File: src/rtl/counter_mbox_pkg.sv
`default_nettype none
// ============================================================================
// counter_mbox_pkg : mailbox map, command and status codes for the counter
//                    BRAM mailbox (shared by initiator and responder)
// Revision: 1.0
// ============================================================================
package counter_mbox_pkg;

  localparam logic [31:0] MBOX_CMD  = 32'h0000_0000;
  localparam logic [31:0] MBOX_EN   = 32'h0000_0004;
  localparam logic [31:0] MBOX_RST  = 32'h0000_0008;
  localparam logic [31:0] MBOX_CNT0 = 32'h0000_000C;
  localparam logic [31:0] MBOX_CNT1 = 32'h0000_0010;
  localparam logic [31:0] MBOX_CNT2 = 32'h0000_0014;

  localparam logic [1:0] CMD_EN  = 2'd1;
  localparam logic [1:0] CMD_RST = 2'd2;
  localparam logic [1:0] CMD_WRT = 2'd3;

  typedef enum logic [1:0] {
    ST_OK      = 2'd0,
    ST_TIMEOUT = 2'd1,
    ST_BADCMD  = 2'd2
  } status_t;

  // Mask register that carries the argument of an ENABLE/RESET command.
  function automatic logic [31:0] arg_addr(input logic [1:0] cmd);
    return (cmd == CMD_RST) ? MBOX_RST : MBOX_EN;
  endfunction

endpackage
`default_nettype wire

File: src/rtl/counter_cmd_host_if.sv
`default_nettype none
// ============================================================================
// counter_cmd_host_if : request/response handshakes and BRAM port of the
//                       counter mailbox initiator
// Revision: 1.0
// ============================================================================
interface counter_cmd_host_if;

  logic        req_valid_i;
  logic        req_ready_o;
  logic [1:0]  req_cmd_i;
  logic [2:0]  req_mask_i;
  logic        rsp_valid_o;
  logic        rsp_ready_i;
  logic [1:0]  rsp_status_o;
  logic [31:0] rsp_cnt0_o;
  logic [31:0] rsp_cnt1_o;
  logic [31:0] rsp_cnt2_o;
  logic        busy_o;
  logic        we;
  logic [31:0] addr;
  logic [31:0] dout;
  logic [31:0] din;

  modport master (
    input  req_valid_i, req_cmd_i, req_mask_i, rsp_ready_i, din,
    output req_ready_o, rsp_valid_o, rsp_status_o,
           rsp_cnt0_o, rsp_cnt1_o, rsp_cnt2_o, busy_o, we, addr, dout
  );

  modport slave (
    output req_valid_i, req_cmd_i, req_mask_i, rsp_ready_i, din,
    input  req_ready_o, rsp_valid_o, rsp_status_o,
           rsp_cnt0_o, rsp_cnt1_o, rsp_cnt2_o, busy_o, we, addr, dout
  );

endinterface
`default_nettype wire

File: src/rtl/mbox_rd_wait.sv
`default_nettype none
// ============================================================================
// mbox_rd_wait : counts BRAM read latency after a read is issued and flags
//                when din carries the addressed word
// Revision: 1.0
// ============================================================================
module mbox_rd_wait #(
  parameter int RD_LAT = 1
) (
  input  logic clk_i,
  input  logic rst_i,
  input  logic start,
  output logic strobe
);

  localparam logic [1:0] LAT = 2'(RD_LAT);

  logic [1:0] cnt_q;

  // Saturates at LAT: with a static address the BRAM refreshes din every
  // cycle, so the strobe stays high for back-to-back polling.
  always_ff @(posedge clk_i or posedge rst_i) begin
    if (rst_i)
      cnt_q <= 2'd0;
    else if (start)
      cnt_q <= 2'd0;
    else if (cnt_q != LAT)
      cnt_q <= cnt_q + 2'd1;
  end

  assign strobe = (cnt_q == LAT);

endmodule
`default_nettype wire

File: src/rtl/counter_cmd_host.sv
`default_nettype none
// ============================================================================
// counter_cmd_host : initiator side of the counter-management BRAM mailbox
// Revision: 1.0
// ============================================================================
module counter_cmd_host
  import counter_mbox_pkg::*;
#(
  parameter int RD_LAT  = 1,
  parameter int TIMEOUT = 4096,
  parameter int CNT_W   = 13
) (
  input  logic               clk_i,
  input  logic               rst_i,
  counter_cmd_host_if.master bus
);

  typedef enum logic [3:0] {
    IDLE   = 4'd0,
    WR_ARG = 4'd1,
    WR_CMD = 4'd2,
    POLL   = 4'd3,
    ABORT  = 4'd4,
    RD_C0  = 4'd5,
    RD_C1  = 4'd6,
    RD_C2  = 4'd7,
    RESP   = 4'd8
  } state_t;

  state_t           state_q, state_n;
  logic [1:0]       cmd_q, cmd_n;
  logic [2:0]       mask_q, mask_n;
  logic [CNT_W-1:0] tcnt_q, tcnt_n;
  status_t          status_q, status_n;
  logic [31:0]      cnt0_q, cnt0_n, cnt1_q, cnt1_n, cnt2_q, cnt2_n;
  logic             we_q, we_n;
  logic [31:0]      addr_q, addr_n, dout_q, dout_n;
  logic             rsp_valid_q, busy_q, req_ready_q;
  logic             rd_start, rd_strobe;

  // Every state change issues a new read (or write), so the latency count restarts.
  assign rd_start = (state_n != state_q);

  mbox_rd_wait #(.RD_LAT(RD_LAT)) u_rd_wait (
    .clk_i  (clk_i),
    .rst_i  (rst_i),
    .start  (rd_start),
    .strobe (rd_strobe)
  );

  always_comb begin
    state_n  = state_q;
    cmd_n    = cmd_q;
    mask_n   = mask_q;
    tcnt_n   = tcnt_q;
    status_n = status_q;
    cnt0_n   = cnt0_q;
    cnt1_n   = cnt1_q;
    cnt2_n   = cnt2_q;
    case (state_q)
      IDLE: if (bus.req_valid_i) begin
        cmd_n  = bus.req_cmd_i;
        mask_n = bus.req_mask_i;
        if (bus.req_cmd_i == 2'd0) begin
          state_n  = RESP;
          status_n = ST_BADCMD;
        end else if (bus.req_cmd_i == CMD_WRT) begin
          state_n = WR_CMD;
        end else begin
          state_n = WR_ARG;
        end
      end
      WR_ARG: state_n = WR_CMD;
      WR_CMD: begin
        state_n = POLL;
        tcnt_n  = '0;
      end
      POLL: begin
        tcnt_n = tcnt_q + 1'b1;
        // A clear seen on the expiry cycle still counts as success.
        if (rd_strobe && (bus.din == 32'h0)) begin
          if (cmd_q == CMD_WRT) begin
            state_n = RD_C0;
          end else begin
            state_n  = RESP;
            status_n = ST_OK;
          end
        end else if (tcnt_n == CNT_W'(TIMEOUT)) begin
          state_n = ABORT;
        end
      end
      ABORT: begin
        state_n  = RESP;
        status_n = ST_TIMEOUT;
      end
      RD_C0: if (rd_strobe) begin
        cnt0_n  = bus.din;
        state_n = RD_C1;
      end
      RD_C1: if (rd_strobe) begin
        cnt1_n  = bus.din;
        state_n = RD_C2;
      end
      RD_C2: if (rd_strobe) begin
        cnt2_n   = bus.din;
        state_n  = RESP;
        status_n = ST_OK;
      end
      RESP: if (bus.rsp_ready_i) state_n = IDLE;
      default: state_n = IDLE;
    endcase

    // Bus outputs are registered from the next state so they line up with it.
    we_n   = (state_n == WR_ARG) || (state_n == WR_CMD) || (state_n == ABORT);
    addr_n = MBOX_CMD;
    dout_n = 32'h0;
    case (state_n)
      WR_ARG: begin
        addr_n = arg_addr(cmd_n);
        dout_n = {29'h0, mask_n};
      end
      WR_CMD: dout_n = {30'h0, cmd_n};
      RD_C0:  addr_n = MBOX_CNT0;
      RD_C1:  addr_n = MBOX_CNT1;
      RD_C2:  addr_n = MBOX_CNT2;
      default: ;
    endcase
  end

  always_ff @(posedge clk_i or posedge rst_i) begin
    if (rst_i) begin
      state_q     <= IDLE;
      cmd_q       <= 2'd0;
      mask_q      <= 3'd0;
      tcnt_q      <= '0;
      status_q    <= ST_OK;
      cnt0_q      <= 32'h0;
      cnt1_q      <= 32'h0;
      cnt2_q      <= 32'h0;
      we_q        <= 1'b0;
      addr_q      <= 32'h0;
      dout_q      <= 32'h0;
      rsp_valid_q <= 1'b0;
      busy_q      <= 1'b0;
      req_ready_q <= 1'b1;
    end else begin
      state_q     <= state_n;
      cmd_q       <= cmd_n;
      mask_q      <= mask_n;
      tcnt_q      <= tcnt_n;
      status_q    <= status_n;
      cnt0_q      <= cnt0_n;
      cnt1_q      <= cnt1_n;
      cnt2_q      <= cnt2_n;
      we_q        <= we_n;
      addr_q      <= addr_n;
      dout_q      <= dout_n;
      rsp_valid_q <= (state_n == RESP);
      busy_q      <= (state_n != IDLE) && (state_n != RESP);
      req_ready_q <= (state_n == IDLE);
    end
  end

  assign bus.we           = we_q;
  assign bus.addr         = addr_q;
  assign bus.dout         = dout_q;
  assign bus.rsp_valid_o  = rsp_valid_q;
  assign bus.rsp_status_o = status_q;
  assign bus.rsp_cnt0_o   = cnt0_q;
  assign bus.rsp_cnt1_o   = cnt1_q;
  assign bus.rsp_cnt2_o   = cnt2_q;
  assign bus.busy_o       = busy_q;
  assign bus.req_ready_o  = req_ready_q;

endmodule
`default_nettype wire

File: src/flat_wrapper.sv
// flat-port wrapper written by rule: the top's interface ports become plain ports
module counter_cmd_host_flat import counter_mbox_pkg::*;
#(
  parameter int RD_LAT  = 1,
  parameter int TIMEOUT = 4096,
  parameter int CNT_W   = 13
)
  (clk_i, rst_i, bus_req_valid_i, bus_req_cmd_i, bus_req_mask_i, bus_rsp_ready_i, bus_din, bus_req_ready_o, bus_rsp_valid_o, bus_rsp_status_o, bus_rsp_cnt0_o, bus_rsp_cnt1_o, bus_rsp_cnt2_o, bus_busy_o, bus_we, bus_addr, bus_dout);
  counter_cmd_host_if bus_i ();
  input  logic clk_i;
  input  logic rst_i;
  input wire logic [$bits(bus_i.req_valid_i)-1:0] bus_req_valid_i;
  input wire logic [$bits(bus_i.req_cmd_i)-1:0] bus_req_cmd_i;
  input wire logic [$bits(bus_i.req_mask_i)-1:0] bus_req_mask_i;
  input wire logic [$bits(bus_i.rsp_ready_i)-1:0] bus_rsp_ready_i;
  input wire logic [$bits(bus_i.din)-1:0] bus_din;
  output wire logic [$bits(bus_i.req_ready_o)-1:0] bus_req_ready_o;
  output wire logic [$bits(bus_i.rsp_valid_o)-1:0] bus_rsp_valid_o;
  output wire logic [$bits(bus_i.rsp_status_o)-1:0] bus_rsp_status_o;
  output wire logic [$bits(bus_i.rsp_cnt0_o)-1:0] bus_rsp_cnt0_o;
  output wire logic [$bits(bus_i.rsp_cnt1_o)-1:0] bus_rsp_cnt1_o;
  output wire logic [$bits(bus_i.rsp_cnt2_o)-1:0] bus_rsp_cnt2_o;
  output wire logic [$bits(bus_i.busy_o)-1:0] bus_busy_o;
  output wire logic [$bits(bus_i.we)-1:0] bus_we;
  output wire logic [$bits(bus_i.addr)-1:0] bus_addr;
  output wire logic [$bits(bus_i.dout)-1:0] bus_dout;
  assign bus_i.req_valid_i = bus_req_valid_i;
  assign bus_i.req_cmd_i = bus_req_cmd_i;
  assign bus_i.req_mask_i = bus_req_mask_i;
  assign bus_i.rsp_ready_i = bus_rsp_ready_i;
  assign bus_i.din = bus_din;
  assign bus_req_ready_o = bus_i.req_ready_o;
  assign bus_rsp_valid_o = bus_i.rsp_valid_o;
  assign bus_rsp_status_o = bus_i.rsp_status_o;
  assign bus_rsp_cnt0_o = bus_i.rsp_cnt0_o;
  assign bus_rsp_cnt1_o = bus_i.rsp_cnt1_o;
  assign bus_rsp_cnt2_o = bus_i.rsp_cnt2_o;
  assign bus_busy_o = bus_i.busy_o;
  assign bus_we = bus_i.we;
  assign bus_addr = bus_i.addr;
  assign bus_dout = bus_i.dout;
  counter_cmd_host #(.RD_LAT(RD_LAT), .TIMEOUT(TIMEOUT), .CNT_W(CNT_W)) u_core (.clk_i(clk_i), .rst_i(rst_i), .bus(bus_i));
endmodule
File: config.mk
export PLATFORM = sky130hd
export DESIGN_NAME = counter_cmd_host_flat
export DESIGN_NICKNAME = d
export VERILOG_FILES = /design/src/rtl/counter_mbox_pkg.sv /design/src/rtl/counter_cmd_host_if.sv /design/src/rtl/mbox_rd_wait.sv /design/src/rtl/counter_cmd_host.sv /design/src/flat_wrapper.sv
export SDC_FILE = /design/constraint.sdc
export NUM_CORES = 1
export LEC_CHECK = 0
export CAP_MARGIN = 20
export CORE_MARGIN = 1.5
export CORE_UTILIZATION = 40
export CTS_CLUSTER_SIZE = 10
export DETAILED_ROUTE_END_ITERATION = 7
export GPL_ROUTABILITY_DRIVEN = 1
export PLACE_DENSITY = 0.7
export SLEW_MARGIN = 10
export SYNTH_ARGS = -nofsm -noshare
export SYNTH_HDL_FRONTEND = slang
export SYNTH_SLANG_ARGS = --single-unit
File: constraint.sdc
create_clock -name clk_i -period 4.3 [get_ports clk_i]
set_input_delay 0.43 -clock clk_i [delete_from_list [all_inputs] [get_ports clk_i]]
set_output_delay 0.43 -clock clk_i [all_outputs]
set_load 0.05 [all_outputs]
==> key figures <==
Layout
  • Fin nets: 703
  • Share of cells above drive strength 1: 21.61%
  • Filler cell count: 1,273
  • Area of the multi-input gates: 2594 um2
  • Register Area: 3304 um2
  • Layout area overhead: 33.06%
  • Diode count: 0

Clock network
  • CTS Buf Count: 17
  • Clock transition at path regs: 0.06 ns
  • Sinks on Clock Net: 132
  • Clk_lat worst skew: 0.42 ns
  • CTS tree: yes
  • Hold_buf cts: 0
  • Worst-case clock buffer depth: 2
  • CTS root buffer: clkbuf_16
  • Setup bufs post-CTS: 0
  • Htree depth: 4
  • CTS resizes: 0

Pwr
  • Net Sw Frac: 33.47%
  • P_int: 2732 uW
  • Power Density: 491.2 nW/um2
  • Psw: 1374 uW
  • Maximum vdd drop: 0.2671 mV
  • Leak Pwr: 0.003682 uW
  • Clock power frac: 38.0%
  • Combinational share of power: 26.3%
  • Flop pwr share: 35.7%

Synthesis
  • Cells after Synth: 516
  • FFs w/ async S/R, synth: 100.0%
  • Post-synth EDFFs: 0
  • Yosys reg bits: 132
  • Warnings, synthesis: 0
  • Syn Area/Cell: 12.17 um2
  • Synth cell types: 61
  • Most frequent cell after synthesis: dfrtp_1
  • Post-synth top area share: 52.18%
  • Ranking of synthesized cells by area: dfrtp_1, mux2_2, buf_4
  • Synth area leader: dfrtp_1
  • Register area share after synthesis: 52.60%
  • Synth Cell Area: 6282 um2
  • Primary FF master, synth: dfrtp_1
  • Commonest cells in the netlist: dfrtp_1, mux2_2, buf_4

Routing
  • Final ANT Viol Nets: 0
  • Initial detailed-routing violation count: 222
  • Via/cell ratio: 5.102
  • WL/cell: 17.47 um
  • Via count: 4,500
  • Final Routed Wirelength: 15.41 mm
  • Router iterations before antenna repair: 5
  • DRC Markers: 0

Global route
  • Initial antenna violation count: 0
  • Largest net degree at the start of global routing: 69
  • Grt ovf: 0
  • Tot GR Track Use: 19.74%
  • First-pass GRT wire length: 24.96 mm
  • Number of global-route vias before repair: 4,667

Setup path
  • Worst Setup EP: u_core.bus.addr[3]$_DFF_PP0_
  • CP endpoint kind: flop
  • Type of origin of the critical path: flop
  • Worst Reg-to-Reg Cells: 4
  • Slowest CP cell: or4b_4
  • CP bufs+invs: 0
  • Crit Reg-Reg Startpoint: u_core.state_q[1]$_DFF_PP0_
  • Setup crit start: u_core.state_q[1]$_DFF_PP0_
  • CP Max Fanout: 18
  • Reg-to-reg critical path endpoint: u_core.bus.addr[3]$_DFF_PP0_
  • Worst Path Required: 4.62 ns
  • CP top delay family: simple AND/OR/NAND/NOR gates
  • Max incr delay on CP: 0.68 ns
  • Reg-to-reg setup timing slack: 1.71 ns
  • Arr. time, crit path: 2.91 ns
  • CP Depth: 4
  • Worst setup path category: reg -> reg
  • Crit path cell chain: nor3b_1 -> nand2_1 -> or4b_4 -> a311oi_2

Timing
  • Actual slew at the worst max-slew pin: 0.9389 ns
  • Unrepaired setup endpoints after global routing: no
  • Achievable clock frequency: 386.7 MHz
  • Total negative slack: 0 ns
  • Setup Viol. Count Final: 0
  • Clock Skew: 0.01253 ns
  • Min cycle time layout: 2.586 ns
  • Final Hold Viols: 0
  • Slew headroom: 37.34%
  • Setup slack after layout: 1.714 ns
  • Pins over their slew limit: 0
  • Final period util: 60.14%

Die
  • Die ar.: 16,470 um2
  • Core area: 15,260 um2
  • Die H: 128.3 um
  • Die Wd: 128.3 um
  • Top Ports: 207
  • Row cnt: 45
  • Initial core utilization: 41.17%

Outcome
  • Status: completed

Min path
  • Hold WC Path Type: reg -> reg
  • HP Start: u_core.mask_q[2]$_DFF_PP0_
  • Hold depth: 1

Place
  • IO Port Bufs: 148
  • Pre-CTS WS: 1.585 ns
  • Routability cong.: 0.8695
  • HPWL after DPL: 10.90 mm

Job
  • Max Cap Viol: 0
==> routing by layer <==
| metal | wire, um | track usage, % |
|---|---|---|
| met1 | 6147 | 23.48 |
| met2 | 7322 | 31.47 |
| met3 | 1756 | 9.474 |
| met4 | 184 | 6.742 |
| met5 | 0 | 0 |
==> power groups by stage <==
stage | Combinational, uW | Sequential, uW | Clock, uW
2_1_floorplan | 638 | 1650 | 0
3_3_place_gp | 1060 | 1480 | 0
3_5_place_dp | 1080 | 1490 | 0
4_1_cts | 1080 | 1470 | 1580
5_1_grt | 1170 | 1490 | 1640
6_report | 1080 | 1470 | 1560
==> layout by cell type, fill, tap and decap left out, types with 3 or more instances in the layout <==
master           netlist  final
clkdlybuf4s50_1        0    148
dfrtp_1              131    131
mux2_2                99     99
conb_1                 1     58
nand2_1               23     23
o21ai_0               19     19
clkbuf_16              0     17
nor4_1                16     16
nand4_1               11     11
nand3_1               10      9
nor2_1                 8      8
nor2b_1                8      8
o31ai_1                7      7
inv_1                  8      7
and3_1                 6      6
nand2b_1               5      5
a31oi_1                5      5
mux2i_1                5      5
and2_1                 4      4
and4_1                 4      4
a21oi_1                4      4
ha_1                   4      4
bufinv_16              0      4
nor3_1                 4      3
xor2_1                 3      3
o211ai_1               3      3
a211o_1                3      3
clkbuf_8               0      3
clkinvlp_4             0      3
==> sequential cells by signal, indices dropped and copies added, names as in the netlist <==
signal                   count
u_core.bus.rsp_status_o      2
u_core.bus.rsp_valid_o       1
u_core.bus.rsp_cnt0_o       32
u_core.tcnt_q               13
u_core.bus.busy_o            1
u_core.bus.rsp_cnt1_o       32
u_core.mask_q                3
u_core.u_rd_wait.cnt_q       2
u_core.bus.req_ready_o       1
u_core.bus.addr              3
u_core.bus.rsp_cnt2_o       32
u_core.state_q               4
u_core.bus.we                1
u_core.bus.dout              3
u_core.cmd_q                 2
==> cell families after synthesis <==
logic type | Yosys count | share of synthesized area [%]
muxes | 105 | 18.72
DFF | 132 | 52.60
other | 1 | 0.05969
and+or+nand+nor | 115 | 10.81
xor gates and xnor gates | 3 | 0.4183
adders and majority gates | 4 | 0.7967
AOI/OAI and AO/OA | 62 | 6.911
buffers and inverters | 94 | 9.679
==> cell type report <==
cell class	count	share of cell area, %
tap	211	3.158
sequential	132	39.53
timing repair buffer	151	18.14
clock inverter	11	2.081
clock buffer	21	5.628
multi-input combinational	347	31.03
inverter	9	0.4341
==> worst min path at each step <==
stage,to
4_1_cts,u_core.mask_q[2]$_DFF_PP0_
6_report,u_core.mask_q[2]$_DFF_PP0_
3_3_place_gp,u_core.mask_q[2]$_DFF_PP0_
2_1_floorplan,u_core.mask_q[0]$_DFF_PP0_
5_1_grt,u_core.bus.rsp_cnt0_o[6]$_DFFE_PP0P_
3_5_place_dp,u_core.mask_q[2]$_DFF_PP0_
==> stage by stage <==
step           std cells  instance area (um2)  hold WS, ns  util [%]  power, uW
6_report             882                 8359       0.4939     54.78       4106
5_1_grt              882                 8359       0.5124     54.78       4303
4_1_cts              882                 8359       0.4944     54.78       4131
3_5_place_dp         850                 7715       0.4821     50.56       2566
3_3_place_gp         850                 7715       0.4806     50.56       2543
2_1_floorplan        573                 6496       0.4506         -       2291
Note: power is estimated with default switching activity, not from simulation.
